==> config.mk <==
export PLATFORM = sky130hd
export DESIGN_NAME = iob_native_rr_arbiter
export DESIGN_NICKNAME = d
export VERILOG_FILES = /design/src/rtl/iob_native_rr_arbiter_pkg.sv /design/src/rtl/iob_rr_arb2.sv /design/src/rtl/iob_native_rr_arbiter.sv
export SDC_FILE = /design/constraint.sdc
export NUM_CORES = 1
export LEC_CHECK = 0
export BUFFER_PORTS_ARGS = -buffer_cell sky130_fd_sc_hd__buf_2
export CAP_MARGIN = 20
export CORE_AREA = 5 5 116 118
export CTS_BUF_LIST = sky130_fd_sc_hd__clkbuf_2 sky130_fd_sc_hd__clkbuf_4 sky130_fd_sc_hd__clkbuf_8
export CTS_CLUSTER_SIZE = 14
export DETAILED_ROUTE_END_ITERATION = 16
export DIE_AREA = 0 0 121 123
export GPL_ROUTABILITY_DRIVEN = 0
export HOLD_SLACK_MARGIN = 0.06
export PLACE_DENSITY_LB_ADDON = 0.12
export SYNTH_ARGS = -nofsm -noshare
export SYNTH_HDL_FRONTEND = slang
export SYNTH_SLANG_ARGS = --single-unit
==> constraint.sdc <==
create_clock -name clk -period 4.1 [get_ports clk]
set_clock_uncertainty 0.15 [all_clocks]
set_input_delay 0.205 -clock clk [delete_from_list [all_inputs] [get_ports clk]]
set_output_delay 0.205 -clock clk [all_outputs]
set_load 0.1 [all_outputs]
==> src/rtl/iob_native_rr_arbiter_pkg.sv <==
// iob_native_rr_arbiter_pkg: shared FSM encoding and default error word for the IOb 2:1 arbiter
package iob_native_rr_arbiter_pkg;
  typedef enum logic {ST_IDLE = 1'b0, ST_BUSY = 1'b1} state_t;
  localparam logic [31:0] ERR_DATA_DEF = 32'hDEADBEEF;
endpackage

==> src/rtl/iob_rr_arb2.sv <==
// iob_rr_arb2: two-requester round-robin grant with a last-grant register
module iob_rr_arb2 (
  input  logic       clk,
  input  logic       rst,
  input  logic [1:0] i_req,
  input  logic       i_upd,
  input  logic       i_upd_gnt,
  output logic       o_gnt
);
  logic r_last;
  // on a tie the requester that did not win last time goes next
  assign o_gnt = (&i_req) ? ~r_last : i_req[1];
  always_ff @(posedge clk)
    if (rst) r_last <= 1'b1;
    else if (i_upd) r_last <= i_upd_gnt;
endmodule

==> src/rtl/iob_native_rr_arbiter.sv <==
// iob_native_rr_arbiter: shares one IOb-native slave between two masters, round-robin with watchdog
module iob_native_rr_arbiter
  import iob_native_rr_arbiter_pkg::*;
#(
  parameter int ADDR_W = 32,
  parameter int DATA_W = 32,
  parameter int TIMEOUT_W = 8,
  parameter logic [DATA_W-1:0] ERR_DATA = DATA_W'(ERR_DATA_DEF)
) (
  input  logic                clk,
  input  logic                rst,
  input  logic                m0_valid,
  input  logic [ADDR_W-1:0]   m0_addr,
  input  logic [DATA_W-1:0]   m0_wdata,
  input  logic [DATA_W/8-1:0] m0_wstrb,
  output logic [DATA_W-1:0]   m0_rdata,
  output logic                m0_ready,
  input  logic                m1_valid,
  input  logic [ADDR_W-1:0]   m1_addr,
  input  logic [DATA_W-1:0]   m1_wdata,
  input  logic [DATA_W/8-1:0] m1_wstrb,
  output logic [DATA_W-1:0]   m1_rdata,
  output logic                m1_ready,
  output logic                s_valid,
  output logic [ADDR_W-1:0]   s_addr,
  output logic [DATA_W-1:0]   s_wdata,
  output logic [DATA_W/8-1:0] s_wstrb,
  input  logic [DATA_W-1:0]   s_rdata,
  input  logic                s_ready,
  output logic                timeout
);
  state_t                r_state, w_state_nxt;
  logic                  r_gnt;
  logic [TIMEOUT_W-1:0]  r_wdog;
  logic                  w_arb_gnt, w_busy, w_done, w_tout, w_fin, w_req;
  logic [DATA_W-1:0]     w_rdata;
  iob_rr_arb2 u_arb (
    .clk       (clk),
    .rst       (rst),
    .i_req     ({m1_valid, m0_valid}),
    .i_upd     (w_fin),
    .i_upd_gnt (r_gnt),
    .o_gnt     (w_arb_gnt)
  );
  // gating with rst keeps every output low in the reset cycle even if the FSM was BUSY
  assign w_busy  = (r_state == ST_BUSY) & ~rst;
  assign w_req   = m0_valid | m1_valid;
  assign w_done  = w_busy & s_ready;
  assign w_tout  = w_busy & ~s_ready & (&r_wdog);
  assign w_fin   = w_done | w_tout;
  assign w_rdata = w_tout ? ERR_DATA : s_rdata;
  always_comb
    w_state_nxt = (r_state == ST_IDLE) ? (w_req ? ST_BUSY : ST_IDLE) : (w_fin ? ST_IDLE : ST_BUSY);
  always_ff @(posedge clk)
    if (rst) begin
      r_state <= ST_IDLE;
      r_gnt   <= 1'b0;
      r_wdog  <= '0;
    end else begin
      r_state <= w_state_nxt;
      if (r_state == ST_IDLE && w_req) r_gnt <= w_arb_gnt;
      r_wdog <= w_fin ? '0 : (w_busy ? r_wdog + TIMEOUT_W'(1) : r_wdog);
    end
  assign s_valid  = w_busy & ~w_tout & (r_gnt ? m1_valid : m0_valid);
  assign s_addr   = w_busy ? (r_gnt ? m1_addr : m0_addr) : '0;
  assign s_wdata  = w_busy ? (r_gnt ? m1_wdata : m0_wdata) : '0;
  assign s_wstrb  = w_busy ? (r_gnt ? m1_wstrb : m0_wstrb) : '0;
  assign m0_ready = w_fin & ~r_gnt;
  assign m1_ready = w_fin & r_gnt;
  assign m0_rdata = (w_busy & ~r_gnt) ? w_rdata : '0;
  assign m1_rdata = (w_busy & r_gnt) ? w_rdata : '0;
  assign timeout  = w_tout;
endmodule

==> results of run 1 <==
## worst min-delay path: cells and delay by family
family	cells	cell delay [ns]
compound gates	1	0.05
buf+inv	1	0.12
simple gates	1	0.07
## power by group through the flow
stage | clock network, mW | logic [mW] | registers (mW)
floorplan | 0 | 0.481 | 0.114
global placement | 0 | 0.623 | 0.123
detailed placement | 0 | 0.625 | 0.123
CTS | 0.118 | 0.626 | 0.121
global route | 0.124 | 0.650 | 0.122
finish | 0.115 | 0.619 | 0.121
## logic make-up after synthesis
group           count (synthesis)  synth area share
simple gates                  117             0.265
flops                          11             0.103
compound gates                 68             0.225
fa+ha+maj                       1           0.00584
mux                            70             0.327
buf+inv                        31            0.0654
xor+xnor                        2           0.00818
## synthesized netlist by cell type, drive strengths merged
library cell,count
inv,3
o31a,2
and2,16
ha,1
nand4,1
mux2i,70
nor3b,1
o31ai,3
clkbuf,9
buf,19
nand2,8
nor2b,2
a21oi,9
nor2,71
xnor2,2
nand3,2
dfxtp,11
or3,4
nand4b,1
o21a,48
and3b,1
a21boi,1
nor3,4
nand3b,3
nand2b,1
o21ai,5
or4,2
## registers in the layout, indices dropped and copies added (netlist names)
name / cells
r_wdog: 8
r_gnt: 1
r_state: 1
u_arb.r_last: 1
## per-stage QoR
step	cells	area, sq um
after floorplan	300	2140
after global placement	756	3810
after detailed placement	756	3810
after CTS	760	3860
after global routing	760	3860
final	760	3860
## routing by layer
| layer | share of wire | GRT usage | up-vias |
|---|---|---|---|
| met5 | 0.00062 | 0 | - |
| li1 | - | - | 1623 |
| met2 | 0.53 | 0.257 | 184 |
| met3 | 0.10 | 0.0398 | 8 |
| met1 | 0.36 | 0.140 | 1437 |
| met4 | 0.0089 | 0.0234 | 2 |
## area by class of cell
type | instances | area (sq um) | area share
Tap cell | 172 | 215 | 0.0557
Clock buffer | 4 | 48.8 | 0.0126
Timing Repair Buffer | 312 | 1570 | 0.407
Sequential cell | 11 | 224 | 0.0580
Inverter | 3 | 11.3 | 0.00292
Multi-Input combinational cell | 258 | 1790 | 0.464
## final timing paths
| path | startpoint | to | slack [ns] | cells after the start |
|---|---|---|---|---|
| worst max-delay path | r_gnt | m1_rdata[24] | 1.17 | 4 |
| worst min-delay path | m1_valid | r_gnt | 0.11 | 3 |
| worst min register to register | r_wdog[1] | r_wdog[1] | 0.33 | 2 |
| worst max register to register | r_state | u_arb.r_last | 2.28 | 3 |
## cells in the final DEF, fill, tap and decap left out, types with 2 or more instances in the layout
master    instances
nand3b_1          3
xnor2_1           2
dfxtp_1          10
or3_1             4
buf_4             4
nand3_1           2
clkbuf_8          3
and2_1           16
o21ai_0           5
nor3_1            3
inv_1             3
o31a_1            2
nand2_1           8
o31ai_1           2
a21oi_1           9
mux2i_1          70
nor2b_1           2
nor2_1           71
buf_2           308
o21a_1           48
==> flow_metrics.py, run 1 <==
metrics = {
    "floorplan": {
        "num_rows": 41,
        "die_h_um": 123,
        "dieArea_sq_mm": 0.0149,
        "fp.coreArea_sq_mm": 0.0124,
        "start_util": 0.173,
        "die_w_um": 121,
        "io_pins": 309,
    },
    "clocking": {
        "tritoncts.num_buffers": 3,
        "h-tree-depth": 1,
        "post_cts_buffers": 0,
        "postCtsResizedCells": 0,
        "tritoncts": "done",
        "clk_latency_ns": 0.24,
        "hold_buffers": 0,
        "cts_root_buf": "clkbuf_8",
        "clock-sinks": 11,
        "clkTransAtPathRegs_ns": 0.05,
        "clk_path_buf_depth": 2,
    },
    "route": {
        "drtPass1Iterations": 4,
        "via_per_inst": 4.28,
        "wl_per_cell_um": 14.9,
        "ant_nets": 0,
        "drt_first_iter_violations": 97,
        "wl_um": 11300,
        "drc": 0,
        "vias": 3254,
    },
    "yosys": {
        "syn-instance-count": 300,
        "syn_area_per_cell_sq_um": 7.14,
        "synth_area_leader_cell": "mux2i_1",
        "yosysWarnings": 0,
        "syn-cell-area_sq_mm": 0.00214,
        "synth_nets": 474,
        "synthTopCellsByArea": "mux2i_1 33%, o21a_1 17%, nor2_1 12%",
        "ys_types": 30,
        "synth_seq_cells": 11,
        "ys_seq_area_frac": 0.103,
        "synth_top_area_share": 0.327,
    },
    "place": {
        "dp_slack_ns": 1.34,
        "dp_hpwl_um": 9790,
        "io_buffer_count": 308,
    },
    "timing": {
        "worstMarginPinSlew_ns": 0.884,
        "hold_slack_ns": 0.107,
        "finalWorstSetupSlack_ns": 1.17,
        "slew_headroom": 0.411,
        "setup_tns_ns": 0,
        "hold_viol_final": 0,
        "drv_slew": 0,
        "setup_viol": 0,
        "rsz0062_at_grt": "false",
        "fin_crit_sh": 0.716,
        "fmax_mhz": 341,
        "period_needed_ns": 2.93,
    },
    "pwr": {
        "pwr-share-seq": 0.141,
        "power.internal_mw": 0.337,
        "p_clk_frac": 0.134,
        "p_per_area_mw_per_mm2": 221,
        "power_switching_share": 0.606,
        "p_switching_mw": 0.518,
        "total_power_mw": 0.855,
        "power_leakage_nw": 2.13,
        "ir_drop_v": 0.000106,
        "p_comb_frac": 0.724,
    },
    "setup_path": {
        "critPathBufInv": 1,
        "arrival_ns": 2.58,
        "cp_slowest_cell": "and3b_1",
        "required_ns": 3.74,
        "cp_top_family": "simple AND/OR/NAND/NOR gates",
        "critPathMaxFanout": 25,
        "cp-end-kind": "primary output",
        "path_class": "register to primary output",
        "critPathMaxStageDelay_ns": 0.80,
        "crit_path_start_kind": "register",
        "path_cells": "and3b_1 -> o31a_1 -> and2_1 -> buf_2",
    },
    "worst_hold_path": {
        "hold_path_class": "input pin to register",
    },
    "grt": {
        "first_global_vias": 3203,
        "grt.total_usage": 0.132,
        "antenna_found_initial": 1,
        "grt_pass1_wl_um": 16200,
        "grt_overflow_total": 0,
        "grt_max_degree": 53,
    },
    "cells_and_area": {
        "nets": 763,
        "finish.utilization": 0.312,
        "num-fill-cells": 1377,
        "drive_above_1_share": 0.549,
        "area_growth_pct": 80.3,
        "diodes": 0,
    },
    "run_status": {
        "status": "finished clean",
    },
    "flow_run": {
        "maxCapViolations": 0,
    },
}
(Power assumes the default switching activity.)
==> run 2: changes to the inputs <==
- CORE_AREA: 5 5 116 118 -> 5 5 118 120
- DIE_AREA: 0 0 121 123 -> 0 0 123 125
- clock period: 4.1 -> 2.77 ns (I/O delays scaled with it)
==> run 2 against run 1 <==
Design area grew 27%. Register-to-register slack lost 1.4 ns. Clock-buffer cell count shrank 1. Total power grew 59%. Die area grew 3.3%. Flip-flop and latch count is the same. Sequential power grew 55%. Clock power grew 40%. First-iteration DRC count shrank 21%. Sequential share of layout area shrank 1.2 points. Combinational power grew 63%.
==> flow_metrics.py, run 2 (synthesized netlist as in run 1, its figures left out) <==
metrics = {
    "grt": {
        "first_global_vias": 3236,
        "grt_overflow_total": 0,
        "grt.total_usage": 0.143,
        "antenna_found_initial": 0,
        "grt_max_degree": 62,
        "grt_pass1_wl_um": 17700,
    },
    "route": {
        "drt_first_iter_violations": 77,
        "wl_per_cell_um": 15.8,
        "ant_nets": 0,
        "wl_um": 12100,
        "vias": 3320,
        "drc": 0,
        "drtPass1Iterations": 4,
        "via_per_inst": 4.32,
    },
    "cells_and_area": {
        "largest_reg_flops": 8,
        "final_cell_area_sq_mm": 0.00490,
        "diodes": 0,
        "layout_commonest_cell": "buf_2",
        "finish.utilization": 0.380,
        "area_growth_pct": 129,
        "nets": 767,
        "drive_above_1_share": 0.554,
        "final_cell_mix": "244 x buf_2, 71 x nor2_1, 70 x mux2i_1",
        "top_register": "r_wdog",
    },
    "timing": {
        "fin_crit_sh": 0.883,
        "rsz0062_at_grt": "false",
        "hold_viol_final": 0,
        "slew_headroom": 0.554,
        "setup_viol": 0,
        "worstMarginPinSlew_ns": 0.670,
        "period_needed_ns": 2.45,
        "drv_slew": 0,
        "fmax_mhz": 409,
        "finalWorstSetupSlack_ns": 0.325,
        "hold_slack_ns": 0.0745,
        "setup_tns_ns": 0,
    },
    "pwr": {
        "ir_drop_v": 0.000141,
        "pwr-share-seq": 0.138,
        "power.internal_mw": 0.566,
        "power_switching_share": 0.582,
        "p_per_area_mw_per_mm2": 277,
        "power_leakage_nw": 2.34,
        "p_comb_frac": 0.743,
        "p_clk_frac": 0.119,
        "p_switching_mw": 0.789,
    },
    "clocking": {
        "clock-sinks": 11,
        "post_cts_buffers": 0,
        "cts_root_buf": "clkbuf_8",
        "postCtsResizedCells": 0,
        "clkTransAtPathRegs_ns": 0.05,
        "tritoncts.num_buffers": 3,
        "clk_path_buf_depth": 2,
        "h-tree-depth": 1,
        "clk_latency_ns": 0.24,
        "hold_buffers": 2,
        "tritoncts": "done",
    },
    "worst_hold_path": {
        "hold_path_class": "input pin to register",
    },
    "setup_path": {
        "critPathMaxFanout": 8,
        "cp-end-kind": "primary output",
        "crit_path_start_kind": "register",
        "arrival_ns": 2.16,
        "required_ns": 2.48,
        "path_class": "register to primary output",
    },
    "place": {
        "dp_hpwl_um": 10600,
        "dp_slack_ns": 0.592,
        "io_buffer_count": 308,
        "dpl_cell_area_sq_mm": 0.00483,
    },
    "floorplan": {
        "io_pins": 309,
        "fp.coreArea_sq_mm": 0.0129,
        "num_rows": 42,
        "start_util": 0.166,
        "die_w_um": 123,
        "die_h_um": 125,
        "dieArea_sq_mm": 0.0154,
    },
    "run_status": {
        "status": "finished clean",
    },
    "flow_run": {
        "maxCapViolations": 0,
    },
}
-- run 2: cell types whose count changed in the layout (fill, tap and decap cells not counted) --
cell           delta
dlygate4sd3_1     +2
nor3_2            +1
a21oi_1           -1
nor3_1            -1
clkbuf_4          -1
a21oi_2           +1
a21boi_1          -1
a21boi_2          +1
buf_2            -64
clkinv_2          +1
buf_12           +66
-- run 2: final timing paths --
path,startpoint,to,slack [ns],cells past startpoint
worst max-delay path,r_wdog[0],m0_ready,0.32,6
worst min-delay path,m0_valid,r_state,0.07,3
worst max register to register,r_gnt,r_gnt,0.87,3
worst min register to register,r_wdog[1],r_wdog[1],0.33,2
-- run 2: power groups by stage --
stage	logic, mW	registers (mW)	clock network (mW)
5_1_grt	1.05	0.190	0.172
4_1_cts	1.02	0.188	0.165
3_5_place_dp	1.01	0.191	0
2_1_floorplan	0.713	0.169	0
6_report	1.01	0.187	0.161
3_3_place_gp	1.01	0.191	0
-- run 2: area by class of cell --
| type | instances | area, sq um |
|---|---|---|
| fill | 1338 | 7980 |
| inverter | 3 | 11.3 |
| multi-input combinational | 258 | 1800 |
| timing repair buffer | 316 | 2590 |
| tap | 176 | 220 |
| clock inverter | 1 | 5.00 |
| sequential | 11 | 224 |
| clock buffer | 3 | 41.3 |
-- run 2: per-stage QoR --
| stage | power, mW | cells |
|---|---|---|
| detailed placement | 1.20 | 762 |
| finish | 1.36 | 768 |
| CTS | 1.37 | 768 |
| global route | 1.42 | 768 |
| global placement | 1.20 | 762 |
| floorplan | 0.882 | 300 |
-- run 2: critical path, cell delays in order (launching register included) --
cell,delay (ns)
dfxtp_1,0.37
ha_1,0.21
nand3b_1,0.09
buf_4,0.19
or4_4,0.50
a21oi_2,0.12
buf_2,0.44
-- run 2: layer usage --
metal	share of wire	up-vias	track usage
li1	-	1625	-
met5	0	-	0
met2	0.49	202	0.262
met3	0.11	10	0.0352
met4	0.014	0	0.0267
met1	0.39	1483	0.166
==> run 3: changes to the inputs <==
--- a/constraint.sdc
+++ b/constraint.sdc
@@ -3,3 +3,3 @@
 set_input_delay 0.1385 -clock clk [delete_from_list [all_inputs] [get_ports clk]]
 set_output_delay 0.1385 -clock clk [all_outputs]
-set_load 0.1 [all_outputs]
+set_load 0.01 [all_outputs]
==> run 3 against run 2 <==
Die area did not move. Wire length down 7.7%. Total power decreased by 41%. Design area fell by 20%. Worst hold slack better by 0.0099 ns. Setup slack lost 0.029 ns. Combinational power fell by 55%. Register-to-register slack about the same. Flip-flop and latch count is the same.
==> flow_metrics.py, run 3 (synthesized netlist as in run 1, its figures left out) <==
metrics = {
    "run_status": {
        "status": "finished clean",
    },
    "timing": {
        "fin_crit_sh": 0.893,
        "finalWorstSetupSlack_ns": 0.296,
        "slew_headroom": 0.558,
        "setup_tns_ns": 0,
        "hold_slack_ns": 0.0845,
        "hold_viol_final": 0,
        "worstMarginPinSlew_ns": 0.659,
        "drv_slew": 0,
        "period_needed_ns": 2.47,
        "rsz0062_at_grt": "false",
        "fmax_mhz": 404,
        "setup_viol": 0,
    },
    "clocking": {
        "clkTransAtPathRegs_ns": 0.05,
        "post_cts_buffers": 0,
        "cts_root_buf": "clkbuf_8",
        "clk_latency_ns": 0.23,
        "tritoncts": "done",
        "clk_path_buf_depth": 2,
        "clock-sinks": 11,
        "h-tree-depth": 1,
        "tritoncts.num_buffers": 3,
    },
    "setup_path": {
        "path_class": "register to primary output",
        "arrival_ns": 2.19,
        "critPathMaxFanout": 50,
        "cp-end-kind": "primary output",
        "crit_path_start_kind": "register",
        "required_ns": 2.48,
    },
    "flow_run": {
        "maxCapViolations": 0,
    },
    "pwr": {
        "p_per_area_mw_per_mm2": 203,
        "power_leakage_nw": 2.16,
        "ir_drop_v": 0.0000905,
        "total_power_mw": 0.793,
    },
    "worst_hold_path": {
        "hold_path_class": "input pin to register",
    },
    "place": {
        "io_buffer_count": 308,
        "dp_slack_ns": 0.573,
        "dp_hpwl_um": 9680,
    },
    "cells_and_area": {
        "num-fill-cells": 1396,
        "layout_commonest_cell": "buf_2",
        "drive_above_1_share": 0.551,
        "largest_reg_flops": 8,
        "area_growth_pct": 82.8,
        "nets": 769,
        "final_cell_mix": "308 x buf_2, 71 x nor2_1, 70 x mux2i_1",
        "finish.utilization": 0.304,
        "top_register": "r_wdog",
        "diodes": 0,
    },
    "route": {
        "ant_nets": 0,
        "drc": 0,
        "wl_per_cell_um": 14.5,
        "wl_um": 11200,
        "drt_first_iter_violations": 39,
        "drtPass1Iterations": 4,
        "vias": 3255,
        "via_per_inst": 4.23,
    },
    "floorplan": {
        "start_util": 0.166,
        "dieArea_sq_mm": 0.0154,
        "num_rows": 42,
        "die_h_um": 125,
        "die_w_um": 123,
        "fp.coreArea_sq_mm": 0.0129,
        "io_pins": 309,
    },
    "grt": {
        "grt.total_usage": 0.128,
        "grt_overflow_total": 0,
        "grt_max_degree": 51,
        "antenna_found_initial": 1,
        "first_global_vias": 3185,
        "grt_pass1_wl_um": 15900,
    },
}
## run 3: what timing repair did
| action | CTS | global route |
|---|---|---|
| hold endpoints to repair | 1 | 0 |
| hold buffers | 2 | 0 |
| gates resized for setup | 0 | 0 |
## run 3: where the power goes
part	internal, mW	switching, mW
Combinational	0.230	0.221
Sequential	0.163	0.00882
Clock	0.111	0.0595
## run 3: per-layer routing
| metal | vias up | GRT usage | wire length, um |
|---|---|---|---|
| li1 | 1635 | - | - |
| met4 | 2 | 0.0176 | 87 |
| met2 | 190 | 0.257 | 5890 |
| met3 | 8 | 0.0298 | 1260 |
| met1 | 1420 | 0.133 | 3950 |
| met5 | - | 0 | 7 |
## run 3: worst paths after layout
path                            startpoint           end  slack, ns  cells after the start
worst max-delay path               r_state   m0_rdata[1]       0.30                      5
worst min register to register   r_wdog[1]     r_wdog[1]       0.33                      2
worst min-delay path              m0_valid       r_state       0.08                      3
worst max register to register     r_state  u_arb.r_last       0.88                      3
## run 3: per-stage QoR
step                      area, sq um  cells
final                            3920    770
after CTS                        3920    770
after floorplan                  2140    300
after global placement           3850    764
after global routing             3920    770
after detailed placement         3850    764
## run 3: layout make-up
| cell class | count | area [sq um] | share of cell area |
|---|---|---|---|
| sequential | 11 | 224 | 0.0572 |
| clock buffer | 4 | 48.8 | 0.0125 |
| timing repair buffer | 318 | 1620 | 0.414 |
| inverter | 3 | 11.3 | 0.00288 |
| multi-input combinational | 258 | 1790 | 0.457 |
| tap | 176 | 220 | 0.0562 |
## run 3: worst max-delay path, cell delays in order (launching register included)
cell	delay, ns
dfxtp_1	0.53
nand3b_1	0.35
nor3_4	0.24
buf_4	0.44
o21a_1	0.22
buf_2	0.15
